===== config.mk =====
export PLATFORM = sky130hd
export DESIGN_NAME = menu_configuracao
export DESIGN_NICKNAME = d
export VERILOG_FILES = /design/src/rtl/menu_configuracao.sv
export SDC_FILE = /design/constraint.sdc
export NUM_CORES = 1
export LEC_CHECK = 0
export BUFFER_PORTS_ARGS = -buffer_cell sky130_fd_sc_hd__buf_2
export CAP_MARGIN = 10
export CORE_MARGIN = 5
export CORE_UTILIZATION = 53
export CTS_CLUSTER_SIZE = 28
export DETAILED_ROUTE_END_ITERATION = 8
export GPL_TIMING_DRIVEN = 0
export PLACE_DENSITY_LB_ADDON = 0.15
export SLEW_MARGIN = 25
export SYNTH_ARGS = -nofsm -noshare
export SYNTH_HDL_FRONTEND = slang
export SYNTH_SLANG_ARGS = --single-unit

===== constraint.sdc =====
create_clock -name clock -period 1.9 [get_ports clock]
set_input_delay 0.475 -clock clock [delete_from_list [all_inputs] [get_ports clock]]
set_output_delay 0.475 -clock clock [all_outputs]
set_load 0.1 [all_outputs]

===== src/rtl/menu_configuracao.sv =====
// menu_configuracao: game-setup menu FSM.
// Walks the player through difficulty (modo), lives (vidas) and map (mapa)
// selection, holds restaura high for 16 cycles while the datapath loads the
// selected map, then signals jogo_ativo until fim_jogo returns it to idle.
// Optional build macro: MENU_WRAP_EN -- selections wrap around at their
// range limits instead of saturating.
module menu_configuracao (
  input  logic       clock,
  input  logic       reset,
  input  logic       iniciar,
  input  logic [1:0] controle_vertical,
  input  logic       confirma,
  input  logic       fim_jogo,
  output logic [1:0] modo,
  output logic [1:0] vidas,
  output logic [1:0] mapa,
  output logic       restaura,
  output logic       jogo_ativo,
  output logic [3:0] db_estado
);

  typedef enum logic [3:0] {
    REPOUSO   = 4'd0,
    SEL_MODO  = 4'd1,
    SEL_VIDAS = 4'd2,
    SEL_MAPA  = 4'd3,
    CARREGA   = 4'd4,
    PRONTO    = 4'd5
  } estado_t;

  localparam logic [1:0] MODO_MIN  = 2'd0;
  localparam logic [1:0] MODO_MAX  = 2'd2;
  localparam logic [1:0] VIDAS_MIN = 2'd1;
  localparam logic [1:0] VIDAS_MAX = 2'd3;
  localparam logic [1:0] MAPA_MIN  = 2'd0;
  localparam logic [1:0] MAPA_MAX  = 2'd3;

  localparam logic [1:0] CV_SOBE  = 2'b01;
  localparam logic [1:0] CV_DESCE = 2'b10;

  localparam logic [3:0] CONT_ULTIMO = 4'd15;

  estado_t    estado_q, estado_d;
  logic [1:0] modo_q, modo_d;
  logic [1:0] vidas_q, vidas_d;
  logic [1:0] mapa_q, mapa_d;
  logic [3:0] cont_q, cont_d;
  logic [1:0] cv_prev_q, cv_prev_d;
  logic       cf_prev_q, cf_prev_d;

  logic       borda_sobe;
  logic       borda_desce;
  logic       borda_confirma;

  // One-step adjustment of a selection field: saturating by default,
  // wrapping when MENU_WRAP_EN is defined. Up takes precedence over down,
  // though the two can never be asserted together.
  function automatic logic [1:0] ajusta(
    input logic [1:0] valor,
    input logic [1:0] minimo,
    input logic [1:0] maximo,
    input logic       sobe,
    input logic       desce
  );
    logic [1:0] r;
    r = valor;
    if (sobe) begin
`ifdef MENU_WRAP_EN
      r = (valor == maximo) ? minimo : valor + 2'd1;
`else
      if (valor != maximo) r = valor + 2'd1;
`endif
    end else if (desce) begin
`ifdef MENU_WRAP_EN
      r = (valor == minimo) ? maximo : valor - 2'd1;
`else
      if (valor != minimo) r = valor - 2'd1;
`endif
    end
    return r;
  endfunction

  // Edge detection: live inputs compared against last cycle's samples.
  always_comb begin
    borda_sobe     = (controle_vertical == CV_SOBE)  && (cv_prev_q != CV_SOBE);
    borda_desce    = (controle_vertical == CV_DESCE) && (cv_prev_q != CV_DESCE);
    borda_confirma = confirma && !cf_prev_q;
  end

  // Next-state and field-update logic; confirm-edge wins over up/down.
  always_comb begin
    estado_d  = estado_q;
    modo_d    = modo_q;
    vidas_d   = vidas_q;
    mapa_d    = mapa_q;
    cont_d    = cont_q;
    cv_prev_d = controle_vertical;
    cf_prev_d = confirma;

    case (estado_q)
      REPOUSO: begin
        if (iniciar) begin
          estado_d = SEL_MODO;
          modo_d   = MODO_MIN;
          vidas_d  = VIDAS_MIN;
          mapa_d   = MAPA_MIN;
        end
      end

      SEL_MODO: begin
        if (borda_confirma) begin
          estado_d = SEL_VIDAS;
        end else begin
          modo_d = ajusta(modo_q, MODO_MIN, MODO_MAX, borda_sobe, borda_desce);
        end
      end

      SEL_VIDAS: begin
        if (borda_confirma) begin
          estado_d = SEL_MAPA;
        end else begin
          vidas_d = ajusta(vidas_q, VIDAS_MIN, VIDAS_MAX, borda_sobe, borda_desce);
        end
      end

      SEL_MAPA: begin
        if (borda_confirma) begin
          estado_d = CARREGA;
          cont_d   = '0;
        end else begin
          mapa_d = ajusta(mapa_q, MAPA_MIN, MAPA_MAX, borda_sobe, borda_desce);
        end
      end

      CARREGA: begin
        if (cont_q == CONT_ULTIMO) begin
          estado_d = PRONTO;
          cont_d   = '0;
        end else begin
          cont_d = cont_q + 4'd1;
        end
      end

      PRONTO: begin
        if (fim_jogo) begin
          estado_d = REPOUSO;
        end
      end

      default: begin
        estado_d = REPOUSO;
      end
    endcase
  end

  // State, selection fields, load counter and input history registers.
  always_ff @(posedge clock or posedge reset) begin
    if (reset) begin
      estado_q  <= REPOUSO;
      modo_q    <= MODO_MIN;
      vidas_q   <= VIDAS_MIN;
      mapa_q    <= MAPA_MIN;
      cont_q    <= '0;
      cv_prev_q <= '0;
      cf_prev_q <= 1'b0;
    end else begin
      estado_q  <= estado_d;
      modo_q    <= modo_d;
      vidas_q   <= vidas_d;
      mapa_q    <= mapa_d;
      cont_q    <= cont_d;
      cv_prev_q <= cv_prev_d;
      cf_prev_q <= cf_prev_d;
    end
  end

  // Moore outputs decoded from the registered state.
  always_comb begin
    modo       = modo_q;
    vidas      = vidas_q;
    mapa       = mapa_q;
    restaura   = (estado_q == CARREGA);
    jogo_ativo = (estado_q == PRONTO);
    db_estado  = estado_q;
  end

endmodule


==> out/qor.yml, run 1 <==
run_status:
  status: "completed"
worst_setup_path:
  worst-path-stages: 4
  cp-startpoint: "db_estado[2]$_DFFE_PP0P_"
  endpoint_kind: "output port"
  cp_data_required_time_ns: 1.42
  reg2regPathDepth: 6
  critical_path_class: "reg -> out"
  path_buf_inv: 2
  r2r_slack_ns: 0.23
  cpPeakStageDelay_ns: 0.49
  path_cells: "and2b_2 -> nand2b_4 -> clkinvlp_4 -> buf_12"
  cp_max_fo: 4
  startpoint_type: "flop"
  path_delay_family: "flip-flops"
  critPathCapture: "restaura"
  worstReg2RegStart: "db_estado[1]$_DFFE_PP0P_"
  worstPathArrival_ns: 1.40
  slowest_stage: "dfrtp_4"
  r2r_end: "mapa[0]$_DFFE_PP0P_"
drt:
  dr.pass1.iters: 4
  wire_per_inst_um: 13.4
  wl_met2_um: 975
  drc: 0
  vias_per_cell: 5.48
  highest_layer: "met4"
  vias: 817
  drt_iter0_drc: 15
  wl_met3_um: 74
  wirelength_mm: 2.00
  postRouteAntennaNets: 0
  wl_met1_um: 935
synthesis:
  synth_xor_area_share_pct: 1.73
  synthArstFlopShare_pct: 100
  ys_top_cells_by_area: "dfrtp_1, ha_1, o21ai_0, mux2i_1, clkbuf_8"
  ys.flop_type: "dfrtp_1"
  ys_seq_elements: 16
  syn_area_um2: 1010
  netlist_instances: 100
  synth_compound_area_share_pct: 19.5
  yosys.area.top_type: "dfrtp_1"
  yosysWarningCount: 0
  synth_simple_gate_area_share_pct: 25.7
  synth.distinct_cells: 45
  synth_top_family_by_area: "simple AND/OR/NAND/NOR gates"
  synth_adder_area_share_pct: 3.70
  muxShareOfSynthArea_pct: 2.96
  yosysTopAreaCellShare_pct: 37.0
  seq_area_frac_synth_pct: 39.6
  synth_edf_count: 0
  avgSynthCellArea_um2: 10.1
  syn_nets: 110
global_routing:
  grt_max_degree: 17
  grt_pass1_vias: 806
  grt_overflow: 0
  grtUsageTotal_pct: 16.6
  antenna_found_initial: 0
  grt_first_pass_wirelength_mm: 3.46
run:
  maxCapViolCount: 0
placement:
  post-dp-hpwl_mm: 1.47
  place_area_um2: 1160
  place_congestion: 0.769
  portBuffers: 17
finish:
  post-route-util_pct: 70.9
  diodes: 0
  drive_gt1_share_pct: 37.9
  final_nets: 135
  num-fill-cells: 140
  syn_to_final_growth_pct: 23.5
  fin_area_um2: 1250
timing:
  finalCriticalPeriod_ns: 1.88
  rsz0062_at_grt: "yes"
  finalSetupViolations: 0
  hold_viol_final: 0
  clock_skew_ns: 0.00289
  fin_crit_sh_pct: 98.9
  whs_ns: 0.234
  slew_viol_final: 0
  slew_headroom_pct: 60.1
  fmax_ghz: 0.532
  tightest_slew_ns: 0.598
clocking:
  cts_buffer_depth: 2
  cts_tree: "yes"
  numCtsBuffers: 3
  cts.sinks: 16
  clk_pin_slew_ns: 0.10
  cts-root-buf: "clkbuf_4"
  cts-htree-levels: 1
  insertion_delay_ns: 0.29
pwr:
  combPwrFrac_pct: 61.4
  switching_share_pct: 54.5
  power.density_nw_per_um2: 1720
  finalPower_mw: 2.15
  netSwitchingPower_mw: 1.17
  vdd_drop_max_mv: 0.991
  sequentialPowerShare_pct: 28.0
  p_leak_nw: 0.587
  power.internal_mw: 0.977
  clockPowerShare_pct: 10.6
floorplan:
  die_y_um: 53.7
  dieArea_um2: 2890
  ios: 19
  die_w_um: 53.7
  core_area_um2: 1760
  rows: 15
  start_util_pct: 57.4
min_path:
  hold_class: "in -> async"
==> cells in the final DEF, fill, tap and decap left out, types with 4 or more instances in the layout <==
| cell type | instances |
|---|---|
| o21ai_1 | 4 |
| inv_1 | 4 |
| a21oi_1 | 4 |
| dfrtp_1 | 10 |
| nor2_1 | 5 |
| buf_4 | 4 |
| nand2_1 | 7 |
| buf_2 | 15 |
| o21ai_0 | 4 |
==> logic make-up after synthesis <==
logic type,count (synthesis)
simple gates,37
compound gates,29
buf+inv,9
fa+ha+maj,3
other cells,1
flops,16
xor+xnor,2
mux,3
==> Yosys cell counts, types with 2 or more instances <==
library cell and n:
a21o_1 3, a21oi_1 4, a22o_1 2, a31oi_1 2, and2b_2 2, and3_1 2
clkbuf_8 2, dfrtp_1 15, ha_1 3, inv_1 5, mux2i_1 3, nand2_1 7
nand2b_1 2, nand3b_1 2, nand4bb_1 2, nor2_1 6, nor3b_1 2, o211ai_1 2
o21ai_0 7, or4_1 2
==> power groups by stage <==
stage / Clock, mW / Sequential, mW / Combinational (mW)
2_1_floorplan: 0 / 1.12 / 0.555
3_3_place_gp: 0 / 0.596 / 1.26
3_5_place_dp: 0 / 0.605 / 1.28
4_1_cts: 0.232 / 0.599 / 1.30
5_1_grt: 0.246 / 0.624 / 1.41
6_report: 0.229 / 0.601 / 1.32
==> final cells by class <==
cell class	count	area [um^2]	area share [%]
multi-input combinational	75	564	45.1
inverter	5	22.5	1.80
clock buffer	4	36.3	2.90
buffer	4	46.3	3.70
tap	25	31.3	2.50
timing repair buffer	20	138	11.0
sequential	16	413	33.0
==> layer usage <==
metal / vias to the layer above / track usage, %
met5: - / 0
met3: 2 / 2.77
met1: 386 / 20.6
li1: 412 / -
met4: 0 / 7.66
met2: 17 / 27.8
==> registers in the layout, summed over array words and instances, names as in the netlist <==
signal / flops
cont_q: 4
mapa: 2
db_estado: 3
modo: 2
cf_prev_q: 1
vidas: 2
cv_prev_q: 2
==> worst min-delay path by stage <==
stage,slack [ns],depth (start not counted),to,start
floorplan,0.39,1,cf_prev_q$_DFF_PP0_,reset
global placement,0.46,1,cont_q[3]$_DFFE_PP0P_,cont_q[3]$_DFFE_PP0P_
detailed placement,0.46,1,cont_q[3]$_DFFE_PP0P_,cont_q[3]$_DFFE_PP0P_
CTS,0.25,2,cont_q[3]$_DFFE_PP0P_,reset
global route,0.29,2,cv_prev_q[1]$_DFF_PP0_,reset
finish,0.23,2,cont_q[1]$_DFFE_PP0P_,reset
==> metrics by stage <==
| step | std cells | setup slack [ns] | TNS, ns |
|---|---|---|---|
| 6_report | 149 | 0.0215 | 0 |
| 4_1_cts | 147 | 0.0114 | 0 |
| 3_5_place_dp | 142 | 0.0644 | 0 |
| 2_1_floorplan | 100 | -0.0231 | -0.0840 |
| 3_3_place_gp | 142 | 0.0802 | 0 |
| 5_1_grt | 149 | -0.0226 | -0.0226 |
==> what timing repair did <==
item	in CTS	in global routing
endpoints found under the setup margin	2	2
hold buffers	0	0
buffers inserted	1	2
resized for setup	7	2
Power figures use the tool's default switching activity.
==> run 2: changes to the inputs <==
==> constraint.sdc (replaced) <==
create_clock -name clock -period 2 [get_ports clock]
set_input_delay 0.5 -clock clock [delete_from_list [all_inputs] [get_ports clock]]
set_output_delay 0.5 -clock clock [all_outputs]
set_load 0.1 [all_outputs]
==> out/qor.yml, run 2 (same netlist as run 1, synthesis figures left out) <==
timing:
  hold_viol_final: 0  # unchanged
  finalCriticalPeriod_ns: 1.96
  fin_crit_sh_pct: 98.0
  clock_skew_ns: 0.00167  # -0.00122 ns
  rsz0062_at_grt: "no"
  slew_viol_final: 0  # unchanged
  fmax_ghz: 0.510
  finalSetupViolations: 0  # unchanged
  setup-tns-final_ns: 0  # unchanged
  slew_headroom_pct: 58.6  # -1.6 points
  tightest_slew_ns: 0.621  # +0.0234 ns
finish:
  final_nets: 133  # -1.5%
  seqCellArea_um2: 412  # -0.30%
  layout_commonest_cell: "buf_2"
  mostFrequentLayoutCells: "buf_2, dfrtp_1, nand2_1, o21ai_0, nor2_1"
  fin_area_um2: 1220  # -2.8%
  drive_gt1_share_pct: 36.1  # -1.8 points
  largest_register: "cont_q"
  num-fill-cells: 151  # +7.9%
  largest_reg_flops: 4  # unchanged
  multi_input_area_um2: 563  # -0.22%
  post-route-util_pct: 68.9  # -2.0 points
  syn_to_final_growth_pct: 20.0
  diodes: 0  # unchanged
drt:
  dr.pass1.iters: 4  # unchanged
  vias: 807  # -1.2%
  postRouteAntennaNets: 0  # unchanged
  vias_per_cell: 5.49  # +0.12%
  drt_iter0_drc: 4  # -11
  wire_per_inst_um: 13.7  # +1.7%
  drc: 0  # unchanged
  wirelength_mm: 2.01  # +0.35%
worst_setup_path:
  worstPathArrival_ns: 1.46  # +0.06 ns
  endpoint_kind: "output port"
  cp_data_required_time_ns: 1.50  # +0.08 ns
  critPathCapture: "jogo_ativo"
  cp_max_fo: 3  # -1
  reg2regPathDepth: 6  # unchanged
  cp-startpoint: "db_estado[1]$_DFFE_PP0P_"
  critical_path_class: "reg -> out"
  worstReg2RegStart: "db_estado[1]$_DFFE_PP0P_"
  r2r_end: "mapa[0]$_DFFE_PP0P_"
  startpoint_type: "flop"
  r2r_slack_ns: 0.35  # +0.12 ns
floorplan:
  die_y_um: 53.7  # unchanged
  rows: 15  # unchanged
  start_util_pct: 57.4  # unchanged
  die_w_um: 53.7  # unchanged
  core_area_um2: 1760  # unchanged
  dieArea_um2: 2890  # unchanged
  ios: 19  # unchanged
run_status:
  status: "completed"
clocking:
  cts_tree: "yes"
  cts-root-buf: "clkbuf_4"
  cts-htree-levels: 1  # unchanged
  numCtsBuffers: 3  # unchanged
  cts.sinks: 16  # unchanged
  cts_buffer_depth: 2  # unchanged
  insertion_delay_ns: 0.28  # about the same
  clk_pin_slew_ns: 0.10  # about the same
placement:
  post-dp-hpwl_mm: 1.53  # +4.1%
  place_congestion: 0.738  # -4.0%
  portBuffers: 17  # unchanged
  place_area_um2: 1160  # -0.11%
global_routing:
  antenna_found_initial: 0  # unchanged
  grt_first_pass_wirelength_mm: 3.37  # -2.6%
  grtUsageTotal_pct: 16.3  # -0.31 points
  grt_max_degree: 17  # unchanged
  grt_overflow: 0  # unchanged
  grt_pass1_vias: 798  # -0.99%
pwr:
  p_leak_nw: 0.573  # -2.3%
  power.density_nw_per_um2: 1650  # -3.7%
  finalPower_mw: 2.01  # -6.4%
  vdd_drop_max_mv: 1.13  # +14%
min_path:
  hold_class: "in -> async"
run:
  maxCapViolCount: 0  # unchanged
[run 2: worst min-delay path by stage]
stage,startpoint,to
2_1_floorplan,reset,cf_prev_q$_DFF_PP0_
3_3_place_gp,cont_q[3]$_DFFE_PP0P_,cont_q[3]$_DFFE_PP0P_
3_5_place_dp,cont_q[3]$_DFFE_PP0P_,cont_q[3]$_DFFE_PP0P_
4_1_cts,reset,cont_q[3]$_DFFE_PP0P_
5_1_grt,reset,cv_prev_q[1]$_DFF_PP0_
6_report,reset,cont_q[1]$_DFFE_PP0P_
[run 2: final cells by class]
cell class,instances,share of cell area [%]
Inverter,5,1.85
Buffer,4,3.81
Tap cell,25,2.57
Multi-Input combinational cell,75,46.3
Clock buffer,4,2.98
Sequential cell,16,33.8
Timing Repair Buffer,18,8.64
[run 2: layer usage]
layer	GRT usage, %	share of wire, %	up-vias	wire length [um]
met5	0	0	-	0
met4	8.51	1.0	0	20
met3	4.16	5.0	4	100
met2	27.2	49	15	988
met1	19.0	45	380	899
li1	-	-	408	-
[run 2: report_power, final]
part           internal [mW]  switching [mW]  leakage (nW)
registers              0.447           0.119         0.200
clock network          0.111           0.104        0.0210
logic                  0.349           0.879         0.352
[run 2: what timing repair did]
item                                    in CTS  in global routing
gates resized for setup                      3                  1
setup buffers                                0                  1
endpoints found under the setup margin       2                  1
hold buffers                                 0                  0
[run 2: critical path: stages (launching register included)]
cell	delay [ns]
dfrtp_4	0.49
and2b_2	0.26
and2_2	0.15
buf_4	0.28
[run 2: metrics by stage]
| step | setup WS, ns | cells | hold slack [ns] |
|---|---|---|---|
| after floorplan | 0.0153 | 100 | 0.413 |
| after global placement | 0.153 | 142 | 0.451 |
| after detailed placement | 0.142 | 142 | 0.473 |
| after CTS | 0.00440 | 146 | 0.284 |
| after global routing | 0.00718 | 147 | 0.309 |
| final | 0.0405 | 147 | 0.278 |
